`src/rtl/id_ex_stage_reg.sv`:
```
// ID/EX pipeline register: captures decoded instruction, operands and control from ID and presents them to EX.
// Latency: 1 cycle. Flush or stall loads a bubble. Optional hazard counters are enabled by define ID_EX_PERF_CNT_EN.
// Backpressure: none held here; stall never freezes this register, it only injects a bubble (ID/IF keep their own state).
module id_ex_stage_reg #(
    parameter int XLEN      = 32,
    parameter int ALUCTRL_W = 4,
    parameter int CNT_W     = 32
) (
    input  logic                 clk,
    input  logic                 clr,
    input  logic                 stall,
    input  logic                 flush,
    input  logic                 valid_id,
    input  logic [XLEN-1:0]      pc_id,
    input  logic [XLEN-1:0]      rs1_data_id,
    input  logic [XLEN-1:0]      rs2_data_id,
    input  logic [XLEN-1:0]      imm_id,
    input  logic [4:0]           rs1_addr_id,
    input  logic [4:0]           rs2_addr_id,
    input  logic [4:0]           rd_addr_id,
    input  logic                 regwr_id,
    input  logic                 mem2reg_id,
    input  logic                 memwr_id,
    input  logic                 branch_id,
    input  logic [ALUCTRL_W-1:0] aluctrl_id,
    output logic                 valid_ex,
    output logic [XLEN-1:0]      pc_ex,
    output logic [XLEN-1:0]      rs1_data_ex,
    output logic [XLEN-1:0]      rs2_data_ex,
    output logic [XLEN-1:0]      imm_ex,
    output logic [4:0]           rs1_addr_ex,
    output logic [4:0]           rs2_addr_ex,
    output logic [4:0]           rd_addr_ex,
    output logic                 regwr_ex,
    output logic                 mem2reg_ex,
    output logic                 memwr_ex,
    output logic                 branch_ex,
    output logic [ALUCTRL_W-1:0] aluctrl_ex,
    output logic                 bubble_ex,
    output logic [CNT_W-1:0]     stall_cnt,
    output logic [CNT_W-1:0]     flush_cnt,
    output logic [CNT_W-1:0]     instr_cnt
);

    // Flush wins over stall; both simply turn the EX slot into a bubble.
    logic load_bubble;
    logic load_normal;

    assign load_bubble = flush | stall;
    assign load_normal = ~load_bubble;

    logic                 valid_q,    valid_d;
    logic [XLEN-1:0]      pc_q,       pc_d;
    logic [XLEN-1:0]      rs1_data_q, rs1_data_d;
    logic [XLEN-1:0]      rs2_data_q, rs2_data_d;
    logic [XLEN-1:0]      imm_q,      imm_d;
    logic [4:0]           rs1_addr_q, rs1_addr_d;
    logic [4:0]           rs2_addr_q, rs2_addr_d;
    logic [4:0]           rd_addr_q,  rd_addr_d;
    logic                 regwr_q,    regwr_d;
    logic                 mem2reg_q,  mem2reg_d;
    logic                 memwr_q,    memwr_d;
    logic                 branch_q,   branch_d;
    logic [ALUCTRL_W-1:0] aluctrl_q,  aluctrl_d;
    logic                 bubble_q,   bubble_d;

    // Next-state: bubble (all zero) on flush/stall, else ID copy with side-effecting fields gated by valid_id.
    always_comb begin
        valid_d    = 1'b0;
        pc_d       = '0;
        rs1_data_d = '0;
        rs2_data_d = '0;
        imm_d      = '0;
        rs1_addr_d = '0;
        rs2_addr_d = '0;
        rd_addr_d  = '0;
        regwr_d    = 1'b0;
        mem2reg_d  = 1'b0;
        memwr_d    = 1'b0;
        branch_d   = 1'b0;
        aluctrl_d  = '0;
        bubble_d   = 1'b1;
        if (load_normal) begin
            valid_d    = valid_id;
            pc_d       = pc_id;
            rs1_data_d = rs1_data_id;
            rs2_data_d = rs2_data_id;
            imm_d      = imm_id;
            rs1_addr_d = rs1_addr_id;
            rs2_addr_d = rs2_addr_id;
            // An empty ID slot must never write the register file or memory.
            rd_addr_d  = valid_id ? rd_addr_id : 5'd0;
            regwr_d    = regwr_id   & valid_id;
            mem2reg_d  = mem2reg_id & valid_id;
            memwr_d    = memwr_id   & valid_id;
            branch_d   = branch_id  & valid_id;
            aluctrl_d  = aluctrl_id;
            bubble_d   = 1'b0;
        end
    end

    // Pipeline register; reset leaves a bubble in EX.
    always_ff @(posedge clk or posedge clr) begin
        if (clr) begin
            valid_q    <= 1'b0;
            pc_q       <= '0;
            rs1_data_q <= '0;
            rs2_data_q <= '0;
            imm_q      <= '0;
            rs1_addr_q <= '0;
            rs2_addr_q <= '0;
            rd_addr_q  <= '0;
            regwr_q    <= 1'b0;
            mem2reg_q  <= 1'b0;
            memwr_q    <= 1'b0;
            branch_q   <= 1'b0;
            aluctrl_q  <= '0;
            bubble_q   <= 1'b1;
        end else begin
            valid_q    <= valid_d;
            pc_q       <= pc_d;
            rs1_data_q <= rs1_data_d;
            rs2_data_q <= rs2_data_d;
            imm_q      <= imm_d;
            rs1_addr_q <= rs1_addr_d;
            rs2_addr_q <= rs2_addr_d;
            rd_addr_q  <= rd_addr_d;
            regwr_q    <= regwr_d;
            mem2reg_q  <= mem2reg_d;
            memwr_q    <= memwr_d;
            branch_q   <= branch_d;
            aluctrl_q  <= aluctrl_d;
            bubble_q   <= bubble_d;
        end
    end

    assign valid_ex    = valid_q;
    assign pc_ex       = pc_q;
    assign rs1_data_ex = rs1_data_q;
    assign rs2_data_ex = rs2_data_q;
    assign imm_ex      = imm_q;
    assign rs1_addr_ex = rs1_addr_q;
    assign rs2_addr_ex = rs2_addr_q;
    assign rd_addr_ex  = rd_addr_q;
    assign regwr_ex    = regwr_q;
    assign mem2reg_ex  = mem2reg_q;
    assign memwr_ex    = memwr_q;
    assign branch_ex   = branch_q;
    assign aluctrl_ex  = aluctrl_q;
    assign bubble_ex   = bubble_q;

`ifdef ID_EX_PERF_CNT_EN
    logic [CNT_W-1:0] stall_cnt_q, stall_cnt_d;
    logic [CNT_W-1:0] flush_cnt_q, flush_cnt_d;
    logic [CNT_W-1:0] instr_cnt_q, instr_cnt_d;

    // Counter increments: a coincident stall is attributed to the flush only; counters wrap freely.
    always_comb begin
        stall_cnt_d = stall_cnt_q;
        flush_cnt_d = flush_cnt_q;
        instr_cnt_d = instr_cnt_q;
        if (flush) begin
            flush_cnt_d = flush_cnt_q + CNT_W'(1);
        end else if (stall) begin
            stall_cnt_d = stall_cnt_q + CNT_W'(1);
        end else if (valid_id) begin
            instr_cnt_d = instr_cnt_q + CNT_W'(1);
        end
    end

    // Counter registers, cleared only by reset.
    always_ff @(posedge clk or posedge clr) begin
        if (clr) begin
            stall_cnt_q <= '0;
            flush_cnt_q <= '0;
            instr_cnt_q <= '0;
        end else begin
            stall_cnt_q <= stall_cnt_d;
            flush_cnt_q <= flush_cnt_d;
            instr_cnt_q <= instr_cnt_d;
        end
    end

    assign stall_cnt = stall_cnt_q;
    assign flush_cnt = flush_cnt_q;
    assign instr_cnt = instr_cnt_q;
`else
    assign stall_cnt = '0;
    assign flush_cnt = '0;
    assign instr_cnt = '0;
`endif

endmodule
```
`config.mk`:
```
export PLATFORM = sky130hd
export DESIGN_NAME = id_ex_stage_reg
export DESIGN_NICKNAME = d
export VERILOG_FILES = /design/src/rtl/id_ex_stage_reg.sv
export SDC_FILE = /design/constraint.sdc
export NUM_CORES = 1
export LEC_CHECK = 0
export ABC_CLOCK_PERIOD_IN_PS = 11100
export CORE_AREA = 10 10 151 153
export DETAILED_ROUTE_END_ITERATION = 12
export DIE_AREA = 0 0 161 163
export PLACE_DENSITY = 0.74
export SKIP_LAST_GASP = 1
export SLEW_MARGIN = 5
export SYNTH_ARGS = -nofsm -noshare
export SYNTH_HDL_FRONTEND = slang
export SYNTH_SLANG_ARGS = --single-unit
```
`constraint.sdc`:
```
create_clock -name clk -period 11.1 [get_ports clk]
set_clock_uncertainty 0.2 [all_clocks]
set_input_delay 2.22 -clock clk [delete_from_list [all_inputs] [get_ports clk]]
set_output_delay 2.22 -clock clk [all_outputs]
set_load 0.05 [all_outputs]
```
* Word-level counts from Yosys, hierarchy flattened *
Cells that the tools add are included.

cells by class
  bitwise gates (word level) = 5
  multiplexer cells = 15

operators with widths
  kind           number
  $mux W32       4
  $mux W5        4
  $mux W1        6
  $and A1 B1 Y1  4
  $mux W4        1
  $or A1 B1 Y1   1

word-level totals
  logic and storage cells = 34
  bits in registers = 153
  input port bits = 156
  output and inout bits = 249

* Logic depth before layout (Yosys ltp) *
Gate-level depths: netlist of run 1.

  depth after elaboration = 2
  mapped depth = 4
  gate-level depth less buffers = 1

* Worst setup path after synthesis of run 1 *
No wires, ideal clock.

  path type = register to output
  start = register bubble_q (netlist: bubble_ex)
  end = output port bubble_ex
  cell stages (with the launch flop) = 1
  data required time = 8.680 ns
  path buffers = 0
  arrival = 0.656 ns
  path slack = 8.024 ns
  cells stage by stage = dfstp_2

RTL lines
  element                   line  RTL
  start: declaration        65    logic bubble_q, bubble_d;
  start signal: assignment  133   bubble_q <= bubble_d;
  end: declaration          39    output logic bubble_ex,

No word-level cell between the ends.

* Final worst setup path of run 1 *
  start = register bubble_q (netlist: bubble_ex)
  end = output port bubble_ex

No word-level cell between the ends.

==> results of run 1 <==
[final timing paths]
check,from,end,cells after the start
worst max-delay path,bubble_ex$_DFF_PP1_,bubble_ex,1
worst min-delay path,clr,rs1_data_ex[10]$_DFF_PP0_,2
max in group asynchronous,clr,rs1_data_ex[11]$_DFF_PP0_,3
min in group clk,flush,rs2_data_ex[7]$_DFF_PP0_,2
[cell type report]
| type | instances | area share |
|---|---|---|
| flip-flops and latches | 153 | 0.390 |
| repair buffers | 311 | 0.317 |
| multi-input cells | 249 | 0.194 |
| clock buffers | 18 | 0.0438 |
| well taps | 270 | 0.0344 |
| clock inverters | 14 | 0.0191 |
| inverters | 1 | 0.000893 |
| diodes | 2 | 0.000510 |
[synthesized netlist by cell type]
master    instances  area [um^2]
dfrtp_1         152         3800
or2_2             1         6.26
dfstp_2           1         26.3
buf_4            96          721
conb_1            1         3.75
buf_6            18          203
nor3b_1          73          548
buf_2            15         75.1
nor3b_2          70          876
inv_1             1         3.75
and4bb_2          9          113
clkbuf_2          1         5.00
[cell families (layout without fill, tap and decap cells)]
family,count (synthesis),after routing,synth area share
flops,153,153,0.600
buf+inv,131,344,0.158
other cells,1,98,0.000587
simple gates,153,153,0.242
[through the flow]
| stage | setup WS (ns) | instance area, um^2 | instances |
|---|---|---|---|
| detailed placement | 6.63 | 9190 | 984 |
| global route | 6.87 | 9810 | 1017 |
| global placement | 6.62 | 9190 | 984 |
| CTS | 6.91 | 9800 | 1016 |
| floorplan | 4.56 | 6740 | 533 |
| finish | 6.94 | 9810 | 1018 |
[report_power, final]
part | switching [mW] | internal [mW]
Clock | 0.245 | 0.361
Combinational | 0.206 | 0.101
Sequential | 0.00588 | 0.578
[metal layers]
metal	wire length [um]	vias up	part of all wire	GRT usage
met5	0	-	0	0
met4	181	0	0.0089	0.0372
met3	2240	10	0.11	0.0791
met2	10300	258	0.51	0.252
met1	7480	2013	0.37	0.154
li1	-	1863	-	-
[sequential cells by signal, indices dropped and copies added, names as in the netlist, 4 cells and up]
register / count
imm_ex: 32
pc_ex: 32
rs1_data_ex: 32
rs2_data_ex: 32
rd_addr_ex: 5
rs1_addr_ex: 5
rs2_addr_ex: 5
aluctrl_ex: 4
[cells in the final DEF, fill, tap and decap left out]
cell type        netlist  final
buf_6                 18      2
clkinv_4               0      2
dfrtp_1              152    152
nor3b_1               73     73
clkinvlp_4             0      3
clkbuf_16              0     17
nor3b_2               70     70
or2_2                  1      1
inv_6                  0      5
diode_2                0      2
clkdlybuf4s50_1        0    306
clkbuf_1               0      1
dfstp_2                1      1
buf_4                 96      3
conb_1                 1     96
bufinv_16              0      3
and4bb_2               9      9
inv_8                  0      2
==> results.sh, run 1 <==
export IMPL_antenna_found_initial=3
export IMPL_htree_levels=4
export IMPL_rows=52
export IMPL_hold_violations=0
export IMPL_path_class="flop to output port"
export IMPL_cts_buffers=17
export IMPL_worst_setup_path_end_kind="output port"
export IMPL_synth_area_per_cell_um2=14.6
export IMPL_core_area_um2=19900
export IMPL_setup_viol=0
export IMPL_first_pass_iters=4
export IMPL_multi_input_area_um2=1900
export IMPL_startpoint_type="flop"
export IMPL_dp_hpwl_um=15300
export IMPL_p_leak_nw=4.18
export IMPL_die_y_um=163
export IMPL_vias=4144
export IMPL_layout_min_cycle_time_ns=4.16
export IMPL_cap_viol_max_count=0
export IMPL_port_buffers=308
export IMPL_drv_slew=0
export IMPL_crit_buf_inv=1
export IMPL_rsz0062_at_grt="no"
export IMPL_finalNetCount=889
export IMPL_drive_above_1_share=0.158
export IMPL_place_gp_congestion=0.730
export IMPL_drt_iter0_markers=147
export IMPL_vias_per_cell=4.07
export IMPL_synth_warnings=0
export IMPL_ys_seq_area_frac=0.600
export IMPL_tns_ns=0
export IMPL_ant_nets=0
export IMPL_crit_slowest_cell="clkdlybuf4s50_1"
export IMPL_nFillCells=1773
export IMPL_hold_slack_ns=2.11
export IMPL_power_density_nw_per_um2=153
export IMPL_postLayoutCoreUtil=0.493
export IMPL_io_pins=405
export IMPL_ctsResizeCount=0
export IMPL_cts_setup_buffers=0
export IMPL_finalWirelength_um=20200
export IMPL_path_cells="clkdlybuf4s50_1"
export IMPL_die_x_um=161
export IMPL_hold_buffers=0
export IMPL_path_max_fanout=1
export IMPL_synth_cells=438
export IMPL_grt_pass1_vias=4747
export IMPL_status="complete, no violations"
export IMPL_clock_sinks=153
export IMPL_regArea_um2=3830
export IMPL_tightest_slew_ns=1.11
export IMPL_syn_to_final_growth_pct=53.7
export IMPL_wl_per_cell_um=19.9
export IMPL_grt_pass1_wl_um=29400
export IMPL_cts_path_max_buffers=2
export IMPL_cp_arrival_ns=1.74
export IMPL_syn_area_um2=6380
export IMPL_initial_utilization=0.321
export IMPL_hold_path_class="primary input to async pin"
export IMPL_ys_ff_latch=153
export IMPL_synth_distinct_cells=12
export IMPL_post_route_period_util=0.375
export IMPL_fp_dieArea_um2=26200
export IMPL_grt_max_degree=84
export IMPL_vdd_drop_max_mv=0.0954
export IMPL_report_power_total_mw=1.50
export IMPL_worstPathRequired_ns=8.68
export IMPL_cp_slowest_stage_delay_ns=0.80
export IMPL_root_buffer="clkbuf_16"
export IMPL_cts_tree="built"
export IMPL_crit_family="buffers and inverters"
export IMPL_gr_total_overflow=0
export IMPL_grt_usage=0.147
export IMPL_path_clk_slew_ns=0.07
export IMPL_fmax_mhz=241
export IMPL_drc_errors=0
export IMPL_slew_headroom=0.257
Power figures use the tool's default switching activity.
==> run 2, diff against run 1 <==
Settings changed: ABC_CLOCK_PERIOD_IN_PS 11100 to 4100.
Clock period 11.1 ns to 4.1 ns, I/O delays scaled along.
==> run 2 against run 1 <==
- non-clock buffer count increased by 3
- cell count increased by 0.20%
- flip-flop and latch count unchanged
- die area unchanged
- combinational power increased to 2.7 times the previous value
- wire length decreased by 4.7%
- core utilization about the same
- final area about the same
==> results.sh, run 2 (synthesized netlist as in run 1, its figures left out) <==
export IMPL_intPower_mw=2.65
export IMPL_place_gp_congestion=0.729
export IMPL_finalNetCount=892
export IMPL_gr_total_overflow=0
export IMPL_drive_above_1_share=0.162
export IMPL_crit_start="bubble_ex$_DFF_PP1_"
export IMPL_grt_usage=0.141
export IMPL_slew_headroom=0.423
export IMPL_crit_family="buffers and inverters"
export IMPL_timing_final_ws_setup_ns=1.36
export IMPL_worstPathRequired_ns=3.08
export IMPL_drt_iter0_markers=165
export IMPL_drc_errors=0
export IMPL_place_ws_ns=1.73
export IMPL_status="complete, no violations"
export IMPL_core_area_um2=19900
export IMPL_hold_violations=0
export IMPL_vdd_drop_max_mv=0.250
export IMPL_path_clk_slew_ns=0.07
export IMPL_cp_endpoint="bubble_ex"
export IMPL_nFillCells=1806
export IMPL_io_pins=405
export IMPL_hold_path_class="primary input to async pin"
export IMPL_ant_nets=0
export IMPL_cap_viol_max_count=0
export IMPL_syn_to_final_growth_pct=53.6
export IMPL_die_x_um=161
export IMPL_antenna_found_initial=1
export IMPL_power_density_nw_per_um2=397
export IMPL_ctsResizeCount=0
export IMPL_grt_max_degree=89
export IMPL_htree_levels=4
export IMPL_path_cells="clkdlybuf4s50_1"
export IMPL_report_power_total_mw=3.90
export IMPL_tightest_slew_ns=0.866
export IMPL_path_max_fanout=1
export IMPL_grt_pass1_vias=4700
export IMPL_drv_slew=0
export IMPL_root_buffer="clkbuf_16"
export IMPL_setup_viol=0
export IMPL_vias_per_cell=4.08
export IMPL_cp_depth=1
export IMPL_startpoint_type="flop"
export IMPL_first_pass_iters=4
export IMPL_mostFrequentLayoutCells="clkdlybuf4s50_1, dfrtp_1, conb_1, nor3b_1, nor3b_2"
export IMPL_vias=4163
export IMPL_crit_slowest_cell="clkdlybuf4s50_1"
export IMPL_cts_tree="built"
export IMPL_port_buffers=308
export IMPL_regArea_um2=3830
export IMPL_fp_dieArea_um2=26200
export IMPL_layout_commonest_cell="clkdlybuf4s50_1"
export IMPL_fmax_mhz=365
export IMPL_pwr_share_clk=0.380
export IMPL_die_y_um=163
export IMPL_sw_frac_of_total=0.321
export IMPL_p_leak_nw=4.18
export IMPL_layout_min_cycle_time_ns=2.74
export IMPL_postLayoutCoreUtil=0.493
export IMPL_clock_sinks=153
export IMPL_path_class="flop to output port"
export IMPL_p_comb_frac=0.214
export IMPL_wl_per_cell_um=18.9
export IMPL_multi_input_area_um2=1900
export IMPL_post_route_period_util=0.668
export IMPL_worst_setup_path_end_kind="output port"
export IMPL_switching_power_mw=1.25
export IMPL_finalWirelength_um=19300
export IMPL_cts_path_max_buffers=2
export IMPL_initial_utilization=0.321
export IMPL_cp_slowest_stage_delay_ns=0.79
export IMPL_crit_buf_inv=1
export IMPL_cp_arrival_ns=1.72
export IMPL_rsz0062_at_grt="no"
export IMPL_dp_hpwl_um=14400
export IMPL_seqPwrFrac=0.406
export IMPL_grt_pass1_wl_um=28800
export IMPL_cts_buffers=17
export IMPL_tns_ns=0
export IMPL_cts_setup_buffers=0
export IMPL_rows=52
export IMPL_hold_buffers=0
==> run 2: cell count changes in the layout (fill, tap and decap cells not counted), sizes merged <==
cell,before,now
buf,5,8
bufinv,3,0
clkinv,2,3
clkinvlp,3,4
diode,2,1
inv,7,8
==> run 2: layout make-up <==
type	count	area share
Sequential cell	153	0.391
Timing Repair Buffer	314	0.323
Multi-Input combinational cell	249	0.194
Clock buffer	18	0.0438
Tap cell	270	0.0344
Clock inverter	14	0.0131
Inverter	1	0.000766
Antenna cell	1	0.000255
==> run 2: how the worst min path moves through the flow <==
stage | startpoint | end | slack (ns)
CTS | clr | rs1_data_ex[5]$_DFF_PP0_ | 0.70
finish | clr | rs1_data_ex[5]$_DFF_PP0_ | 0.68
global route | clr | rs1_data_ex[5]$_DFF_PP0_ | 0.72
detailed placement | clr | rs1_data_ex[5]$_DFF_PP0_ | 1.15
floorplan | aluctrl_id[0] | aluctrl_ex[0]$_DFF_PP0_ | 0.78
global placement | clr | rs1_data_ex[5]$_DFF_PP0_ | 1.16
==> run 2: stage by stage <==
stage	cells	hold slack [ns]	area [um^2]
6_report	1020	0.678	9810
2_1_floorplan	533	0.781	6740
3_5_place_dp	987	1.15	9250
5_1_grt	1019	0.718	9800
3_3_place_gp	987	1.16	9250
4_1_cts	1019	0.700	9800
==> run 2: power by group through the flow <==
stage | Clock, mW | Combinational [mW] | Sequential (mW)
4_1_cts | 1.54 | 0.839 | 1.58
2_1_floorplan | 0 | 0.414 | 1.82
3_3_place_gp | 0 | 0.832 | 1.61
3_5_place_dp | 0 | 0.836 | 1.61
6_report | 1.48 | 0.834 | 1.58
5_1_grt | 1.60 | 0.873 | 1.59
==> run 2: per-layer routing <==
metal	GRT usage	share of wire	up-vias
li1	-	-	1865
met1	0.157	0.39	2028
met2	0.238	0.50	252
met3	0.0693	0.097	18
met4	0.0385	0.015	0
met5	0	0	-
==> run 3, diff against run 2 <==
Settings changed: ABC_CLOCK_PERIOD_IN_PS 4100 to 2700.
Clock period 4.1 ns to 2.7 ns, I/O delays scaled along.
==> run 3 against run 2 <==
- core utilization is 0.60 points higher
- wire length is 1.7% higher
- clock-buffer cell count is 1 lower
- critical endpoint unchanged
- first-iteration DRC count is 3.6% lower
- via count stayed put
- total power is 56% higher
- sequential share of layout area is 0.47 points lower
- global-route usage is 0.13 points higher
- clock power is 63% higher
- die area stayed put
==> results.sh, run 3 (synthesized netlist as in run 1, its figures left out) <==
export IMPL_die_x_um=161
export IMPL_gr_total_overflow=0
export IMPL_wl_per_cell_um=19.1
export IMPL_antenna_found_initial=0
export IMPL_antenna_cells=0
export IMPL_p_leak_nw=4.24
export IMPL_cp_arrival_ns=1.72
export IMPL_ctsResizeCount=0
export IMPL_layout_commonest_cell="clkdlybuf4s50_1"
export IMPL_hold_buffers=0
export IMPL_grt_usage=0.143
export IMPL_cts_tree="built"
export IMPL_fp_dieArea_um2=26200
export IMPL_htree_levels=4
export IMPL_fmax_mhz=407
export IMPL_grt_pass1_vias=4655
export IMPL_first_pass_iters=4
export IMPL_place_gp_congestion=0.738
export IMPL_status="complete, no violations"
export IMPL_drv_slew=0
export IMPL_crit_family="buffers and inverters"
export IMPL_worstPathRequired_ns=1.96
export IMPL_slew_headroom=0.613
export IMPL_path_clk_slew_ns=0.06
export IMPL_path_max_fanout=1
export IMPL_path_cells="clkdlybuf4s50_1"
export IMPL_place_ws_ns=0.663
export IMPL_cp_slowest_stage_delay_ns=0.80
export IMPL_ant_nets=0
export IMPL_cap_viol_max_count=0
export IMPL_hold_violations=0
export IMPL_tns_ns=0
export IMPL_finalWirelength_um=19600
export IMPL_post_route_period_util=0.911
export IMPL_startpoint_type="flop"
export IMPL_rsz0062_at_grt="no"
export IMPL_rows=52
export IMPL_setup_viol=0
export IMPL_cp_depth=1
export IMPL_cts_setup_buffers=0
export IMPL_crit_slowest_cell="clkdlybuf4s50_1"
export IMPL_grt_pass1_wl_um=28800
export IMPL_report_power_total_mw=6.09
export IMPL_power_density_nw_per_um2=614
export IMPL_initial_utilization=0.321
export IMPL_drt_iter0_markers=159
export IMPL_io_pins=405
export IMPL_placed_cell_area_um2=9340
export IMPL_vdd_drop_max_mv=0.393
export IMPL_mostFrequentLayoutCells="clkdlybuf4s50_1, dfrtp_1, conb_1, nor3b_1, nor3b_2"
export IMPL_worst_setup_path_end_kind="output port"
export IMPL_tightest_slew_ns=0.579
export IMPL_syn_to_final_growth_pct=55.5
export IMPL_clock_sinks=153
export IMPL_die_y_um=163
export IMPL_layout_min_cycle_time_ns=2.46
export IMPL_core_area_um2=19900
export IMPL_vias_per_cell=4.05
export IMPL_path_class="flop to output port"
export IMPL_drive_above_1_share=0.172
export IMPL_final_area_um2=9930
export IMPL_hold_path_class="primary input to async pin"
export IMPL_place_inst=996
export IMPL_grt_max_degree=78
export IMPL_dp_hpwl_um=15000
export IMPL_drc_errors=0
export IMPL_cts_path_max_buffers=2
export IMPL_vias=4163
export IMPL_timing_final_ws_setup_ns=0.241
export IMPL_finalNetCount=901
export IMPL_root_buffer="clkbuf_16"
export IMPL_cts_buffers=17
export IMPL_port_buffers=308
export IMPL_layout_cells_non_filler=1027
export IMPL_crit_buf_inv=1
==> run 3: cell types whose count changed in the layout (fill, tap and decap cells not counted), sizes merged <==
cell / change
diode: -1
bufinv: +2
inv: -1
clkbuf: -1
clkinv: -1
buf: +9
==> run 3: stage by stage <==
step | util | hold slack, ns
2_1_floorplan | - | 0.501
3_3_place_gp | 0.469 | 0.691
3_5_place_dp | 0.469 | 0.696
4_1_cts | 0.499 | 0.246
5_1_grt | 0.499 | 0.255
6_report | 0.499 | 0.259
==> run 3: how the worst max path moves through the flow <==
stage	from	endpoint	slack [ns]
finish	bubble_ex$_DFF_PP1_	bubble_ex	0.24
global route	bubble_ex$_DFF_PP1_	bubble_ex	0.19
CTS	bubble_ex$_DFF_PP1_	bubble_ex	0.20
detailed placement	bubble_ex$_DFF_PP1_	bubble_ex	0.66
global placement	bubble_ex$_DFF_PP1_	bubble_ex	0.66
floorplan	clr	aluctrl_ex[0]$_DFF_PP0_	0.03
==> run 3: cell type report <==
type | count | area, um^2
clock buffers | 17 | 425
clock inverters | 14 | 163
fillers | 1761 | 9980
inverters | 1 | 7.51
multi-input cells | 249 | 1900
flip-flops and latches | 153 | 3830
well taps | 270 | 338
repair buffers | 323 | 3260
==> run 3: power by group <==
group / total, mW / leakage, nW / switching (mW) / internal (mW)
clock: 2.41 / 0.281 / 1.03 / 1.38
combinational: 1.29 / 1.90 / 0.849 / 0.436
sequential: 2.40 / 2.06 / 0.0212 / 2.38
==> run 3: routing by layer <==
metal,share of wire,track usage
met2,0.50,0.243
met5,0,0
met3,0.096,0.0733
met4,0.0065,0.0281
met1,0.39,0.157
